[src/rtl/gate_bist_ctrl_if.sv]
// gate_bist_ctrl_if: BIST control/status bus plus the CUT pattern/response pair.
// slave = BIST sequencer side, master = test controller / CUT side.
interface gate_bist_ctrl_if #(
  parameter int N_IN = 2
);
  logic            start;
  logic            abort;
  logic [N_IN-1:0] pattin;
  logic            pattout;
  logic            busy;
  logic            done;
  logic            fail;
  logic [N_IN:0]   fail_cnt;
  logic [N_IN-1:0] fail_pat;
  logic [7:0]      signature;

  modport slave (
    input  start, abort, pattout,
    output pattin, busy, done, fail, fail_cnt, fail_pat, signature
  );

  modport master (
    output start, abort, pattout,
    input  pattin, busy, done, fail, fail_cnt, fail_pat, signature
  );
endinterface

[src/rtl/gate_bist_ctrl.sv]
// gate_bist_ctrl: exhaustive BIST sequencer for a small combinational CUT.
// Walks every input pattern, holds each for SETTLE cycles, captures the
// response, compares against EXP_TT and counts mismatches.
// Optional MISR signature compaction: define GATE_BIST_MISR_EN.
module gate_bist_ctrl #(
  parameter int                        N_IN   = 2,
  parameter int                        SETTLE = 1,
  parameter logic [(1<<N_IN)-1:0]      EXP_TT = 4'b1001
) (
  input  logic               clk,
  input  logic               rst_n,
  gate_bist_ctrl_if.slave    bus
);

  localparam int              CW       = (SETTLE > 1) ? $clog2(SETTLE) : 1;
  localparam logic [CW-1:0]   CNT_LAST = CW'(SETTLE - 1);
  localparam logic [N_IN-1:0] PAT_LAST = '1;

  typedef enum logic [1:0] {S_IDLE, S_SETTLE, S_CAPTURE, S_DONE} state_t;

  state_t          state, nxt;
  logic [CW-1:0]   cnt;
  logic [N_IN-1:0] pattin;
  logic [N_IN:0]   fail_cnt;
  logic [N_IN-1:0] fail_pat;
  logic            mismatch;

  assign mismatch = (bus.pattout != EXP_TT[pattin]);

  // State register
  always_ff @(posedge clk or negedge rst_n) begin
    if (!rst_n) state <= S_IDLE;
    else        state <= nxt;
  end

  // Next-state: abort beats both the settle expiry and the final capture
  always_comb begin
    nxt = state;
    case (state)
      S_IDLE:    if (bus.start) nxt = S_SETTLE;
      S_SETTLE: begin
        if (bus.abort)             nxt = S_IDLE;
        else if (cnt == CNT_LAST)  nxt = S_CAPTURE;
      end
      S_CAPTURE: begin
        if (bus.abort)               nxt = S_IDLE;
        else if (pattin == PAT_LAST) nxt = S_DONE;
        else                         nxt = S_SETTLE;
      end
      S_DONE:    nxt = S_IDLE;
      default:   nxt = S_IDLE;
    endcase
  end

  // Pattern/counter/result datapath; an aborted cycle leaves results untouched
  always_ff @(posedge clk or negedge rst_n) begin
    if (!rst_n) begin
      cnt      <= '0;
      pattin   <= '0;
      fail_cnt <= '0;
      fail_pat <= '0;
    end else begin
      case (state)
        S_IDLE: begin
          if (bus.start) begin
            cnt      <= '0;
            pattin   <= '0;
            fail_cnt <= '0;
            fail_pat <= '0;
          end
        end
        S_SETTLE: begin
          if (bus.abort || cnt == CNT_LAST) cnt <= '0;
          else                              cnt <= cnt + 1'b1;
        end
        S_CAPTURE: begin
          if (!bus.abort) begin
            if (mismatch) begin
              fail_cnt <= fail_cnt + 1'b1;
              if (fail_cnt == '0) fail_pat <= pattin;
            end
            if (pattin != PAT_LAST) pattin <= pattin + 1'b1;
          end
        end
        default: ;
      endcase
    end
  end

`ifdef GATE_BIST_MISR_EN
  logic [7:0] sig;

  // MISR over x^8+x^4+x^3+x^2+1, folding in one response bit per capture
  always_ff @(posedge clk or negedge rst_n) begin
    if (!rst_n) begin
      sig <= '0;
    end else if (state == S_IDLE && bus.start) begin
      sig <= '0;
    end else if (state == S_CAPTURE && !bus.abort) begin
      sig <= {sig[6:0], 1'b0} ^ (sig[7] ? 8'h1D : 8'h00) ^ {7'b0, bus.pattout};
    end
  end

  assign bus.signature = sig;
`else
  assign bus.signature = 8'h00;
`endif

  assign bus.pattin   = pattin;
  assign bus.fail_cnt = fail_cnt;
  assign bus.fail_pat = fail_pat;
  assign bus.fail     = (fail_cnt != '0);
  assign bus.busy     = (state == S_SETTLE) || (state == S_CAPTURE);
  assign bus.done     = (state == S_DONE);

endmodule
[src/flat_wrapper.sv]
// flat-port wrapper written by rule: the top's interface ports become plain ports
module gate_bist_ctrl_flat 
#(
  parameter int                        N_IN   = 2,
  parameter int                        SETTLE = 1,
  parameter logic [(1<<N_IN)-1:0]      EXP_TT = 4'b1001
)
  (clk, rst_n, bus_start, bus_abort, bus_pattout, bus_pattin, bus_busy, bus_done, bus_fail, bus_fail_cnt, bus_fail_pat, bus_signature);
  gate_bist_ctrl_if #(.N_IN(N_IN)) bus_i ();
  input  logic clk;
  input  logic rst_n;
  input wire logic [$bits(bus_i.start)-1:0] bus_start;
  input wire logic [$bits(bus_i.abort)-1:0] bus_abort;
  input wire logic [$bits(bus_i.pattout)-1:0] bus_pattout;
  output wire logic [$bits(bus_i.pattin)-1:0] bus_pattin;
  output wire logic [$bits(bus_i.busy)-1:0] bus_busy;
  output wire logic [$bits(bus_i.done)-1:0] bus_done;
  output wire logic [$bits(bus_i.fail)-1:0] bus_fail;
  output wire logic [$bits(bus_i.fail_cnt)-1:0] bus_fail_cnt;
  output wire logic [$bits(bus_i.fail_pat)-1:0] bus_fail_pat;
  output wire logic [$bits(bus_i.signature)-1:0] bus_signature;
  assign bus_i.start = bus_start;
  assign bus_i.abort = bus_abort;
  assign bus_i.pattout = bus_pattout;
  assign bus_pattin = bus_i.pattin;
  assign bus_busy = bus_i.busy;
  assign bus_done = bus_i.done;
  assign bus_fail = bus_i.fail;
  assign bus_fail_cnt = bus_i.fail_cnt;
  assign bus_fail_pat = bus_i.fail_pat;
  assign bus_signature = bus_i.signature;
  gate_bist_ctrl #(.N_IN(N_IN), .SETTLE(SETTLE), .EXP_TT(EXP_TT)) u_core (.clk(clk), .rst_n(rst_n), .bus(bus_i));
endmodule
[config.mk]
export PLATFORM = sky130hd
export DESIGN_NAME = gate_bist_ctrl_flat
export DESIGN_NICKNAME = d
export VERILOG_FILES = /design/src/rtl/gate_bist_ctrl_if.sv /design/src/rtl/gate_bist_ctrl.sv /design/src/flat_wrapper.sv
export SDC_FILE = /design/constraint.sdc
export NUM_CORES = 1
export LEC_CHECK = 0
export ABC_AREA = 1
export CAP_MARGIN = 20
export CORE_ASPECT_RATIO = 0.7
export CORE_MARGIN = 1.5
export CORE_UTILIZATION = 25
export DETAILED_ROUTE_END_ITERATION = 10
export MAX_ROUTING_LAYER = met4
export PLACE_DENSITY_LB_ADDON = 0.3
export SLEW_MARGIN = 20
export SYNTH_ARGS = -nofsm -noshare
export SYNTH_HDL_FRONTEND = slang
export SYNTH_SLANG_ARGS = --single-unit
[constraint.sdc]
create_clock -name clk -period 3.5 [get_ports clk]
set_input_delay 0.7 -clock clk [delete_from_list [all_inputs] [get_ports clk]]
set_output_delay 0.7 -clock clk [all_outputs]
set_load 0.05 [all_outputs]
==> out/metrics.cfg <==
[worst_setup_path]
ff2ff_path_depth = 7
worstPathArrival_ns = 1.78
cp_max_fo = 4
end_kind = primary output
critPathLaunchType = flop
critPathBufInv = 2
worstPathCellList = inv_1 -> ha_1 -> clkdlybuf4s50_1
cp.required_ns = 2.80
slowest_delay_ns = 0.79
crit_type = flop to primary output
rr_endpoint = u_core.bus.fail_pat[1]
r2r_setup_slack_ns = 1.94
cpLargestDelayFamily = buffers and inverters
cp_slowest_cell = clkdlybuf4s50_1
worstReg2RegStart = u_core.state[0]

[floorplan]
fp.dieH_um = 48.3
io_pins = 23
initial_utilization = 0.263
die_area_sq_um = 3270
coreArea_sq_um = 2780
die_width_um = 67.7
row_count = 16

[layout]
antennaDiodeCount = 0
num-fill-cells = 293
layout_common_cells = nand2_1, inv_1, clkdlybuf4s50_1, dfrtp_1, conb_1
layout.cells.most_common = nand2_1
seqCellArea_sq_um = 250
finalNetCount = 127
area_growth_pct = 24.7
drive_above_1_share = 0.0885
multi_input_area_sq_um = 375

[timing]
finalHoldViolCount = 0
clock_skew_ns = 0.00103
grt_setup_unrepaired = no
fmax_ghz = 0.404
final_max_slew_viol_count = 0
setup_tns_ns = 0
min_period_over_period = 0.708
tightest_slew_ns = 0.501
fin_ws_ns = 1.02
relSlewSlack = 0.665
fin_crit_ns = 2.48
setup_viol = 0

[power]
sw_frac_of_total = 0.509
ir_drop_uv = 160
intPower_mw = 0.347
pwr-share-clk = 0.160
p_sw_mw = 0.360
power_density_nw_per_um2 = 773
p_seq_frac = 0.231
p_leak_nw = 0.487
pwr-share-comb = 0.609

[global_route]
grt_pass1_vias = 481
grt_overflow = 0
grtUsageTotal = 0.0939
antenna_found_initial = 0
grt_max_degree = 11
grt_pass1_wl_mm = 2.24

[clock_tree]
root_buffer = clkbuf_8
cts_resized = 0
clk_pin_slew_ns = 0.04
clock_latency_ns = 0.23
tritoncts = built
cts_max_level = 1
cts_buffers = 3
cts_hold_buf = 0
cts_setup_buffers = 0
ctsLongestPathBuffers = 2
clock_sinks = 10

[synthesis]
synth-seq-cells = 10
ys_warn_count = 0
ys_types = 20
synthFlopType = dfrtp_1
synth-edff-count = 0
synth_cells = 98
ys_seq_area_frac = 0.341
avgSynthCellArea_sq_um = 7.48
synthArstFlopShare = 1.00
syn_area_sq_um = 733

[worst_hold_path]
worstHoldStart = u_core.bus.fail_pat[0]
hold-path-endpoint = u_core.bus.fail_pat[0]
hold_depth = 2
hp-class = flop to flop

[drt]
ant_nets = 0
drt_pass1_iterations = 4
viasPerCell = 4.05
wl_per_cell_um = 8.78
wl_mm = 1.31
dr.first_iter.drc_count = 11
vias = 604
drc = 0

[placed_design]
dp_slack_ns = 1.26
hpwl_mm = 1.10
numPortBuffers = 14
gp_congestion = 0.849

[run]
drv_cap = 0

[run_status]
status = complete, no violations

synth_stat cells, types with 2 or more instances:
cell type | count | area [sq um]
nand4_1 | 3 | 18.8
dfrtp_1 | 10 | 250
nand3_1 | 3 | 15.0
ha_1 | 7 | 87.6
buf_4 | 8 | 60.1
o21ai_0 | 2 | 10.0
nand2_1 | 35 | 131
inv_1 | 14 | 52.6
a21oi_1 | 2 | 10.0
nand2_2 | 4 | 25.0
per-stage QoR:
stage	total power [mW]	utilization	hold slack [ns]	area (sq um)	std cells
final	0.707	0.329	0.472	915	149
after global routing	0.768	0.329	0.498	915	149
after floorplan	0.509	-	0.404	759	105
after global placement	0.597	0.314	0.467	873	146
after detailed placement	0.599	0.314	0.468	873	146
after CTS	0.718	0.329	0.481	915	149
cell type report:
type,instances,area share
repair buffers,14,0.153
multi-input cells,70,0.410
clock buffers,3,0.0451
inverters,16,0.0684
well taps,36,0.0492
flip-flops and latches,10,0.274
power groups by stage:
stage	combinational, mW	sequential [mW]	clock, mW
detailed placement	0.433	0.166	0
CTS	0.435	0.164	0.119
global route	0.475	0.167	0.125
finish	0.430	0.164	0.113
global placement	0.434	0.163	0
floorplan	0.308	0.201	0
state kept, by name, summed over array words and instances, names as in the netlist:
register and count:
u_core.bus.pattin 2, u_core.cnt 1, u_core.bus.fail_pat 2, u_core.bus.fail_cnt 3, u_core.state 2
how the worst max path moves through the flow:
stage / startpoint / endpoint / slack [ns] / cells past startpoint
2_1_floorplan: u_core.bus.fail_cnt[0] / bus_fail / 1.47 / 3
3_3_place_gp: u_core.state[1] / bus_busy / 1.28 / 3
3_5_place_dp: u_core.state[0] / bus_busy / 1.26 / 3
4_1_cts: u_core.state[0] / bus_busy / 1.00 / 3
5_1_grt: u_core.bus.fail_cnt[0] / bus_fail / 0.93 / 4
6_report: u_core.state[0] / bus_busy / 1.02 / 3
worst min-delay path, cell delays in order (launching register included):
cell and delay, ns:
dfrtp_1 0.33, nand2_1 0.05, nand2_1 0.05
logic make-up (layout without fill, tap and decap cells):
kind of cell    count (synthesis)  after routing  synth area share
simple gates                   46             46             0.264
xor+xnor                        1              1            0.0119
other cells                     1              8           0.00511
compound gates                  8              8            0.0751
fa+ha+maj                       7              7             0.119
flops                          10             10             0.341
buf+inv                        25             33             0.183
per-layer routing:
layer,global-route usage,up-vias,routed length [um]
met1,0.135,267,670
met2,0.109,20,548
met4,0.0306,0,10
met5,-,-,0
li1,-,315,-
met3,0.0488,2,79
(Power assumes the default switching activity.)
